**src/rtl/maxnet_ctrl.sv**
```systemverilog
// maxnet_ctrl: sequencer for a four-unit MAXNET winner-take-all competition.
// Loads initial activations, waits for the processing-unit multiply/add
// stages, then feeds the returned ReLU outputs back until one unit survives.
// Optional build macro MAXNET_TIMEOUT_EN adds an iteration limit (MAX_ITER)
// and a timeout flag; without it, competition runs until at most one unit survives.
module maxnet_ctrl #(
  parameter int WAIT_CYCLES = 2
`ifdef MAXNET_TIMEOUT_EN
  ,parameter int MAX_ITER = 64
`endif
) (
  input  logic        clk,
  input  logic        rst,
  input  logic        start,
  input  logic [31:0] X_in_0,
  input  logic [31:0] X_in_1,
  input  logic [31:0] X_in_2,
  input  logic [31:0] X_in_3,
  input  logic [31:0] PU_out_0,
  input  logic [31:0] PU_out_1,
  input  logic [31:0] PU_out_2,
  input  logic [31:0] PU_out_3,
  input  logic        Zero_sign_0,
  input  logic        Zero_sign_1,
  input  logic        Zero_sign_2,
  input  logic        Zero_sign_3,
  output logic [31:0] X_0,
  output logic [31:0] X_1,
  output logic [31:0] X_2,
  output logic [31:0] X_3,
  output logic        busy,
  output logic        done,
  output logic [1:0]  winner,
  output logic [31:0] max_value,
  output logic [7:0]  iter_count
`ifdef MAXNET_TIMEOUT_EN
  ,output logic       timeout
`endif
);

  localparam int DATA_W = 32;
  localparam int CNT_W  = (WAIT_CYCLES > 1) ? $clog2(WAIT_CYCLES) : 1;
  localparam logic [CNT_W-1:0] CNT_RELOAD = CNT_W'(WAIT_CYCLES - 1);

  typedef enum logic [2:0] {S_IDLE, S_LOAD, S_WAIT, S_CHECK, S_DONE} state_t;

  state_t            state, state_nxt;
  logic [CNT_W-1:0]  wait_cnt;
  logic [3:0]        zs;
  logic [2:0]        nz;
  logic [1:0]        win_idx;
  logic [DATA_W-1:0] win_val;
  logic [7:0]        iter_inc;
  logic              multi;

  function automatic logic [7:0] sat_inc(input logic [7:0] v);
    return (v == 8'hFF) ? v : v + 8'd1;
  endfunction

  assign zs       = {Zero_sign_3, Zero_sign_2, Zero_sign_1, Zero_sign_0};
  assign iter_inc = sat_inc(iter_count);
  assign multi    = (nz >= 3'd2);
  assign busy     = (state == S_LOAD) || (state == S_WAIT) || (state == S_CHECK);
  assign done     = (state == S_DONE);

  // Survivor count and survivor selection; the index only matters when exactly one unit survives.
  always_comb begin
    nz      = 3'd0;
    win_idx = 2'd0;
    for (int i = 0; i < 4; i++) nz = nz + {2'b00, ~zs[i]};
    for (int i = 3; i >= 0; i--) if (!zs[i]) win_idx = 2'(i);
    case (win_idx)
      2'd0:    win_val = PU_out_0;
      2'd1:    win_val = PU_out_1;
      2'd2:    win_val = PU_out_2;
      default: win_val = PU_out_3;
    endcase
  end

  // Competition state register.
  always_ff @(posedge clk or posedge rst) begin
    if (rst) state <= S_IDLE;
    else     state <= state_nxt;
  end

  // Next-state decode: start is honoured only from IDLE or DONE.
  always_comb begin
    state_nxt = state;
    case (state)
      S_IDLE, S_DONE: if (start) state_nxt = S_LOAD;
      S_LOAD:         state_nxt = S_WAIT;
      S_WAIT:         if (wait_cnt == '0) state_nxt = S_CHECK;
      S_CHECK: begin
        if (multi) begin
          state_nxt = S_WAIT;
`ifdef MAXNET_TIMEOUT_EN
          if (iter_inc == 8'(MAX_ITER)) state_nxt = S_DONE;
`endif
        end else begin
          state_nxt = S_DONE;
        end
      end
      default:        state_nxt = S_IDLE;
    endcase
  end

  // Activations, wait counter and result registers; reset aborts with no further X update.
  always_ff @(posedge clk or posedge rst) begin
    if (rst) begin
      X_0        <= '0;
      X_1        <= '0;
      X_2        <= '0;
      X_3        <= '0;
      wait_cnt   <= '0;
      winner     <= '0;
      max_value  <= '0;
      iter_count <= '0;
`ifdef MAXNET_TIMEOUT_EN
      timeout    <= 1'b0;
`endif
    end else begin
      case (state)
        S_IDLE, S_DONE: begin
          if (start) begin
            X_0        <= X_in_0;
            X_1        <= X_in_1;
            X_2        <= X_in_2;
            X_3        <= X_in_3;
            iter_count <= '0;
`ifdef MAXNET_TIMEOUT_EN
            timeout    <= 1'b0;
`endif
          end
        end
        S_LOAD: wait_cnt <= CNT_RELOAD;
        S_WAIT: if (wait_cnt != '0) wait_cnt <= wait_cnt - 1'b1;
        S_CHECK: begin
          X_0        <= PU_out_0;
          X_1        <= PU_out_1;
          X_2        <= PU_out_2;
          X_3        <= PU_out_3;
          iter_count <= iter_inc;
          if (multi) begin
            wait_cnt <= CNT_RELOAD;
`ifdef MAXNET_TIMEOUT_EN
            if (iter_inc == 8'(MAX_ITER)) begin
              timeout   <= 1'b1;
              winner    <= '0;
              max_value <= '0;
            end
`endif
          end else if (nz == 3'd1) begin
            winner    <= win_idx;
            max_value <= win_val;
          end else begin
            winner    <= '0;
            max_value <= '0;
          end
        end
        default: ;
      endcase
    end
  end

endmodule

```
**config.mk**
```make
export PLATFORM = sky130hd
export DESIGN_NAME = maxnet_ctrl
export DESIGN_NICKNAME = d
export VERILOG_FILES = /design/src/rtl/maxnet_ctrl.sv
export SDC_FILE = /design/constraint.sdc
export NUM_CORES = 1
export LEC_CHECK = 0
export ABC_AREA = 1
export BUFFER_PORTS_ARGS = -buffer_cell sky130_fd_sc_hd__buf_2
export CAP_MARGIN = 15
export CORE_AREA = 2 2 167 169
export DETAILED_ROUTE_END_ITERATION = 12
export DIE_AREA = 0 0 169 171
export GPL_TIMING_DRIVEN = 0
export PLACE_DENSITY = 0.59
export SLEW_MARGIN = 10
export SYNTH_ARGS = -nofsm -noshare
export SYNTH_HDL_FRONTEND = slang
export SYNTH_SLANG_ARGS = --single-unit
```
**constraint.sdc**
```tcl
create_clock -name clk -period 15 [get_ports clk]
set_input_delay 2.25 -clock clk [delete_from_list [all_inputs] [get_ports clk]]
set_output_delay 2.25 -clock clk [all_outputs]
set_load 0.01 [all_outputs]
```
# Word level (Yosys, flattened, before mapping)
# Index checks and enable logic that the tools add are counted.
[op_classes] n_addsub=5 n_mul=0 div=0 magnitude_cmp=1 eq_ne=12 shifts=0 muxes=25 bitwise=5 reduce_logical=12
[op_table] op="32-bit one-hot mux with 2 select lines" n=4
[op_table] op="32-bit two-way mux" n=5
[op_table] op="32-bit one-hot mux with 3 select lines" n=1
[op_table] op="8-bit two-way mux" n=2
[op_table] op="8-bit one-hot mux with 2 select lines" n=1
[op_table] op="3-bit one-hot mux with 4 select lines" n=1
[op_table] op="2-bit two-way mux" n=5
[op_table] op="3-bit two-way mux" n=3
[op_table] op="8-bit by 1-bit adder with 8-bit output (second input constant)" n=1
[op_table] op="8-bit == test (second input constant)" n=1
[op_table] op="2-bit inequality test (second input constant)" n=4
[op_table] op="2-bit AND reduction" n=4
[op_table] op="3-bit by 1-bit == test with 1-bit output (second input constant)" n=2
[op_table] op="3-bit by 2-bit == test with 1-bit output (second input constant)" n=2
[op_table] op="1-bit NOT" n=5
[op_table] op="2-bit by 1-bit adder with 3-bit output" n=1
[op_table] op="3-bit by 1-bit adder with 3-bit output" n=1
[op_table] op="3-bit == test (second input constant)" n=1
[op_table] op="3-bit by 2-bit >= comparator with 1-bit output (second input constant)" n=1
[op_table] op="3-bit logical NOT" n=1
[op_table] op="1-bit one-hot mux with 3 select lines" n=1
[op_table] op="3-bit AND reduction" n=1
[op_table] op="3-bit nonzero test" n=1
[op_table] op="1-bit by 1-bit adder with 2-bit output" n=1
[op_table] op="8 further kinds" n=10
[totals] reg_bits=174 latch_bits=0 ram_bits=0 romBits=0 input_bits=263 out_inout_bits=172 elab_cells=69 memories=0

# Logic depth before layout (Yosys ltp)
# Gate-level depths: netlist (run 1).
[logic_depth] word_depth=7 depth_mapped=12 ltp_nobuf=11

# Worst setup path before layout (run 1)
# OpenSTA, ideal clock, no wires.
[synth_path] path_kind="input-to-reg" from="in Zero_sign_0" to="reg max_value[10]" setup_ps=66 arrival_time_ps=3902 t_required_ps=14934 slack_ps=11032 path_stages=11 path_buffers=1 cell_sequence="fa_1 -> inv_1 -> ha_1 -> inv_1 -> ha_1 -> nor3b_1 -> nand2_1 -> buf_2 -> nor2_1 -> nand2_1 -> nand2_1"
[synth_between] elab_chain_cells=7 word_cells_on_any_way=14 cone_classes="3 x add/sub; 1 x order compare; 3 x eq/ne; 3 x mux; 2 x bitwise; 2 x reduce/logical"
[synth_rtl] element="from (decl)" line="23" source="input logic Zero_sign_0,"
[synth_rtl] element="1-bit NOT" line="70" source="for (int i = 0; i < 4; i++) nz = nz + {2'b00, ~zs[i]};"
[synth_rtl] element="1-bit by 1-bit adder with 2-bit output" line="70"
[synth_rtl] element="2-bit by 1-bit adder with 3-bit output" line="70"
[synth_rtl] element="3-bit by 1-bit adder with 3-bit output" line="70"
[synth_rtl] element="3-bit by 2-bit >= comparator with 1-bit output" line="62" source="assign multi = (nz >= 3'd2);"
[synth_rtl] element="1-bit NOT (no source line)"
[synth_rtl] element="2-bit AND reduction (no source line)"
[synth_rtl] element="to (signal assigned)" line="154" source="max_value <= win_val;"
[synth_rtl] element="to (decl)" line="34" source="output logic [31:0] max_value,"
# Parallel ways exist; a longest one is shown, timed or not.
# A chain may end at the register's enable or synchronous reset.

# Final worst setup path (run 1)
[layout_path] from="in Zero_sign_1" to="reg max_value[2]"
[layout_between] elab_chain_cells=7 word_cells_on_any_way=15 cone_classes="3 x add/sub; 1 x order compare; 3 x eq/ne; 4 x mux; 2 x bitwise; 2 x reduce/logical"
[layout_rtl] element="from (decl)" line="24" source="input logic Zero_sign_1,"
[layout_rtl] element="1-bit NOT" line="70"
[layout_rtl] element="1-bit by 1-bit adder with 2-bit output" line="70"
[layout_rtl] element="2-bit by 1-bit adder with 3-bit output" line="70"
[layout_rtl] element="3-bit by 1-bit adder with 3-bit output" line="70"
[layout_rtl] element="3-bit by 2-bit >= comparator with 1-bit output" line="62"
[layout_rtl] element="1-bit NOT (no source line)"
[layout_rtl] element="2-bit AND reduction (no source line)"
# Parallel ways exist; a longest one is shown, timed or not.

==> impl_metrics.env, run 1 <==
export IMPL_dr_pass1_iters=6
export IMPL_fillers=2968
export IMPL_synth_top_area_share_pct=48.3
export IMPL_ys_seq_elements=174
export IMPL_cts_buffers=17
export IMPL_yosys_area_top_type="dfrtp_1"
export IMPL_path_max_fanout=10
export IMPL_io_pins=435
export IMPL_max_cap_violations=0
export IMPL_finalHoldViolations=0
export IMPL_gp_routability_congestion=0.873
export IMPL_syn_inst=1229
export IMPL_drive_above_1_share_pct=32.1
export IMPL_io_buffers=434
export IMPL_hold_ws_ns=0.476
export IMPL_drcViolationCount=0
export IMPL_syn_nets=1497
export IMPL_skew_ns=0.0173
export IMPL_yosysWarnings=0
export IMPL_fp_dieW_um=169
export IMPL_cts_buffer_depth=2
export IMPL_die_h_um=171
export IMPL_cts_clk_slew_worst_paths_ns=0.08
export IMPL_nNetsFinal=1951
export IMPL_viasPerCell=5.05
export IMPL_synth_distinct_cells=27
export IMPL_muxShareOfSynthArea_pct=0
export IMPL_worst_path_most_repeated_cell="nand2_1"
export IMPL_max_stage_delay_ns=0.50
export IMPL_drtAntennaViolNets=0
export IMPL_cts_num_sinks=174
export IMPL_antenna_found_initial=9
export IMPL_tritoncts="done"
export IMPL_clock_latency_ns=0.44
export IMPL_rsz0062_at_grt="false"
export IMPL_synthSimpleGateAreaFrac_pct=28.9
export IMPL_die_area_sq_um=28900
export IMPL_critPathCaptureType="flip-flop"
export IMPL_grt_util_all_layers_pct=28.1
export IMPL_postCtsHoldBufs=0
export IMPL_core_sq_um=27300
export IMPL_crit_required_ns=15.38
export IMPL_hold_path_class="flip-flop to flip-flop"
export IMPL_synth_xor_area_share_pct=0.0971
export IMPL_yosysSeqAreaShare_pct=48.3
export IMPL_p_per_area_nw_per_um2=211
export IMPL_synth_area_leaders="dfrtp_1, nand2_1, nor2_1, o21ai_0, a21oi_1"
export IMPL_outcome="complete, no violations"
export IMPL_p_leak_uw=0.00645
export IMPL_start_kind="input port"
export IMPL_dp_hpwl_um=32700
export IMPL_peakVddDrop_uv=81.4
export IMPL_tightest_slew_ns=0.699
export IMPL_setup_viol=0
export IMPL_cts_resized_gates=0
export IMPL_grt_max_degree=90
export IMPL_regArea_sq_um=4350
export IMPL_slew_headroom_pct=53.4
export IMPL_routed_wl_um=41700
export IMPL_synth_compound_area_share_pct=15.1
export IMPL_critPathKind="input port to flip-flop"
export IMPL_slew_viol_final=0
export IMPL_start_util_pct=33.0
export IMPL_synth_top_family_by_area="simple AND/OR/NAND/NOR gates"
export IMPL_root_buffer="clkbuf_16"
export IMPL_multi_input_area_sq_um=4050
export IMPL_wl_per_cell_um=20.3
export IMPL_cp_slowest_cell="fa_1"
export IMPL_setup_tns_ns=0
export IMPL_design_power_total_uw=2590
export IMPL_vias=10300
export IMPL_grt_pass1_vias=9828
export IMPL_grt_ovfl_total=0
export IMPL_crit_chain="buf_2 -> fa_1 -> inv_1 -> ha_1 -> inv_1 -> ha_1 -> nor3b_1 -> nand2_1 -> buf_2 -> nor2_1 -> nand2_1 -> nand2_1"
export IMPL_fmax_ghz=0.236
export IMPL_syn_area_sq_um=9020
export IMPL_postCtsSetupBuffers=0
export IMPL_cts_max_level=4
export IMPL_drtIter0Drc=833
export IMPL_num_rows=61
export IMPL_post_route_min_period_ns=4.24
export IMPL_finalCritPeriodShare_pct=28.3
export IMPL_grt_pass1_wl_um=60300
export IMPL_area_delta_synth_final_pct=36.1
export IMPL_yosys_area_share_adder_pct=0.777
export IMPL_syn_area_per_cell_sq_um=7.34
export IMPL_critical_path_arrival_ns=4.62
per-stage QoR:
stage	cells	utilization (%)	worst slack (ns)	area, sq um
floorplan	1229	-	8.03	9020
global placement	2009	42.5	5.44	11600
detailed placement	2010	42.7	10.32	11700
CTS	2042	44.9	10.76	12300
global route	2050	44.9	10.57	12300
finish	2050	44.9	10.76	12300
synth_stat cells (all sizes together):
| cell type | instances |
|---|---|
| a21o | 1 |
| a21oi | 129 |
| buf | 68 |
| clkbuf | 20 |
| dfrtp | 174 |
| fa | 1 |
| ha | 4 |
| inv | 52 |
| nand2 | 322 |
| nand3 | 75 |
| nand4 | 34 |
| nor2 | 204 |
| nor3 | 2 |
| nor3b | 1 |
| o21a | 1 |
| o21ai | 138 |
| o21bai | 2 |
| xnor2 | 1 |
flip-flops by register name, indices dropped and copies added (netlist names):
register	cells
state	3
wait_cnt	1
X_0	32
X_1	32
max_value	32
X_3	32
winner	2
X_2	32
iter_count	8
logic make-up after synthesis:
kind of cell,count (synthesis)
flops,174
fa+ha+maj,5
simple gates,638
buf+inv,140
xor+xnor,1
compound gates,271
critical path: cells and delay by family:
kind / cells / cell delay [ns]
and+or+nand+nor: 5 / 0.92
buffers and inverters: 4 / 0.54
adders and majority gates: 3 / 0.91
per-layer routing:
layer / wire [um] / global-route usage (%) / up-vias
met2: 20100 / 46.7 / 459
met4: 753 / 7.58 / 2
met5: 7 / 0 / -
met3: 2980 / 5.64 / 50
li1: - / - / 4936
met1: 17800 / 37.3 / 4896
power breakdown:
group / switching (uW) / internal (uW)
registers: 136 / 711
clock network: 228 / 239
logic: 825 / 453
total: 1190 / 1400
path summary, 6_finish.rpt:
check	start	end	slack (ns)	cells past startpoint
max reg2reg	state[2]	max_value[2]	12.99	8
max	Zero_sign_1	max_value[2]	10.76	12
max in group asynchronous	rst	X_2[15]	12.24	3
min	max_value[0]	max_value[0]	0.48	2
min in group asynchronous	rst	iter_count[7]	1.86	2
min reg2reg	max_value[0]	max_value[0]	0.48	2
area by class of cell:
cell class                      count  share of cell area (%)
Buffer                             88                    3.41
Tap cell                          346                    3.53
Sequential cell                   174                    35.5
Inverter                           52                    1.65
Clock buffer                       17                    3.46
Multi-Input combinational cell    915                    33.0
Timing Repair Buffer              435                    17.9
Clock inverter                     15                    1.41
Antenna cell                        8                   0.163
layout by cell type (no fill, tap or decap), types with 5 or more instances in the layout:
cell type / count
buf_2: 499
clkbuf_1: 20
a21oi_1: 129
nor2_1: 201
inv_1: 46
nand4_1: 33
dfrtp_1: 174
diode_2: 8
o21ai_0: 131
o21ai_1: 7
clkbuf_16: 17
inv_2: 5
inv_8: 5
nand2_1: 321
nand3_1: 74
Power figures use the tool's default switching activity.
==> run 2, diff against run 1 <==
- clock period: 15 -> 4 ns (I/O delays scaled with it)
==> impl_metrics.env, run 2 (synthesis results as in run 1) <==
export IMPL_cp_slowest_cell="fa_1"
export IMPL_clock_latency_ns=0.44
export IMPL_critical_path_arrival_ns=2.82
export IMPL_worst_path_most_repeated_cell="nand2_1"
export IMPL_peakVddDrop_uv=299
export IMPL_mostFrequentLayoutCell="buf_2"
export IMPL_grt_pass1_wl_um=61100
export IMPL_crit_required_ns=4.38
export IMPL_finalCritPeriodShare_pct=60.9
export IMPL_nNetsFinal=1955
export IMPL_routed_wl_um=42100
export IMPL_skew_ns=0.0124
export IMPL_start_kind="input port"
export IMPL_dr_pass1_iters=5
export IMPL_die_area_sq_um=28900
export IMPL_cts_buffer_depth=2
export IMPL_path_buf_inv=4
export IMPL_p_seq_share_pct=32.8
export IMPL_critPathCaptureType="flip-flop"
export IMPL_multi_input_area_sq_um=4050
export IMPL_slew_headroom_pct=56.1
export IMPL_finalHoldViolations=0
export IMPL_design_power_total_uw=9660
export IMPL_max_cap_violations=0
export IMPL_grt_ovfl_total=0
export IMPL_drtAntennaViolNets=0
export IMPL_p_leak_uw=0.00647
export IMPL_cts_resized_gates=0
export IMPL_outcome="complete, no violations"
export IMPL_grt_pass1_vias=9968
export IMPL_layout_common_cells="buf_2, nand2_1, nor2_1"
export IMPL_swShare_pct=46.0
export IMPL_path_max_fanout=10
export IMPL_dp_slack_ns=1.10
export IMPL_cts_num_sinks=174
export IMPL_start_util_pct=33.0
export IMPL_fp_dieW_um=169
export IMPL_drive_above_1_share_pct=32.3
export IMPL_postLayoutCellArea_sq_um=12300
export IMPL_crit_chain="buf_2 -> fa_1 -> inv_1 -> ha_1 -> inv_1 -> ha_1 -> nor3b_1 -> nand2_1 -> buf_2 -> nor2_1 -> nand2_1 -> nand2_1"
export IMPL_slew_viol_final=0
export IMPL_hold_path_class="input port to asynchronous set/reset pin"
export IMPL_gp_routability_congestion=0.920
export IMPL_reg2reg_from="state[0]"
export IMPL_tritoncts="done"
export IMPL_grt_util_all_layers_pct=28.3
export IMPL_reg2reg_slack_ns=2.11
export IMPL_cts_max_level=4
export IMPL_io_pins=435
export IMPL_postCtsSetupBuffers=0
export IMPL_setup_slack_ns=1.56
export IMPL_vias=10500
export IMPL_worstReg2RegEnd="X_0[2]"
export IMPL_drcViolationCount=0
export IMPL_place_area_sq_um=11700
export IMPL_viasPerCell=5.12
export IMPL_fmax_ghz=0.410
export IMPL_tightest_slew_ns=0.658
export IMPL_io_buffers=434
export IMPL_drtIter0Drc=750
export IMPL_pwr_share_clk_pct=17.5
export IMPL_cts_clk_slew_worst_paths_ns=0.08
export IMPL_postCtsHoldBufs=0
export IMPL_switchingPower_uw=4450
export IMPL_rsz0062_at_grt="false"
export IMPL_grt_max_degree=36
export IMPL_antenna_found_initial=4
export IMPL_area_delta_synth_final_pct=36.5
export IMPL_cts_buffers=17
export IMPL_regArea_sq_um=4350
export IMPL_setup_viol=0
export IMPL_combPwrFrac_pct=49.8
export IMPL_critPathTopFamily="adder cells"
export IMPL_fillers=2873
export IMPL_root_buffer="clkbuf_16"
export IMPL_dp_hpwl_um=33400
export IMPL_die_h_um=171
export IMPL_crit_cells=12
export IMPL_p_per_area_nw_per_um2=785
export IMPL_dp_cells=2014
export IMPL_core_sq_um=27300
export IMPL_critPathKind="input port to flip-flop"
export IMPL_max_stage_delay_ns=0.50
export IMPL_num_rows=61
export IMPL_p_int_uw=5210
export IMPL_r2r_cells=5
export IMPL_post_route_min_period_ns=2.44
export IMPL_wl_per_cell_um=20.5
export IMPL_cp_startpoint="Zero_sign_1"
export IMPL_fin_cells=2051
-- run 2: changes by cell type in the layout (fill, tap and decap cells not counted), sizes merged --
cell / delta
buf: +4
diode: -3
clkinvlp: +2
inv: -2
bufinv: -1
clkbuf: +1
-- run 2: power by group through the flow --
| stage | Clock (uW) | Combinational [uW] | Sequential [uW] |
|---|---|---|---|
| after floorplan | 0 | 2310 | 3550 |
| after global placement | 0 | 4740 | 3150 |
| after detailed placement | 0 | 4830 | 3170 |
| after CTS | 1700 | 4830 | 3150 |
| after global routing | 1780 | 5350 | 3270 |
| final | 1690 | 4810 | 3160 |
-- run 2: metrics by stage --
stage | hold slack [ns] | TNS, ns | utilization [%]
floorplan | 0.465 | 0 | -
global placement | 0.457 | -29.89 | 42.6
detailed placement | 0.460 | 0 | 42.9
CTS | 0.152 | 0 | 45.0
global route | 0.181 | 0 | 45.0
finish | 0.153 | 0 | 45.1
-- run 2: worst max path at each step --
stage / slack (ns) / end
6_report: 1.56 / max_value[23]
3_3_place_gp: -0.19 / X_0[2]
2_1_floorplan: 1.18 / X_0[0]
5_1_grt: 1.35 / max_value[27]
3_5_place_dp: 1.10 / max_value[27]
4_1_cts: 1.55 / max_value[27]
-- run 2: cell type report --
cell class,count,area share [%]
sequential,174,35.4
multi-input combinational,915,32.9
timing repair buffer,439,18.5
clock buffer,18,3.57
tap,346,3.52
buffer,88,3.40
inverter,52,1.62
clock inverter,14,1.06
antenna,5,0.102
-- run 2: metal layers --
metal / GRT usage (%) / routed length [um] / vias to the layer above
li1: - / - / 4934
met5: 0 / 0 / -
met2: 47.2 / 20100 / 488
met3: 5.76 / 3190 / 69
met4: 9.03 / 1020 / 0
met1: 37.0 / 17800 / 5010
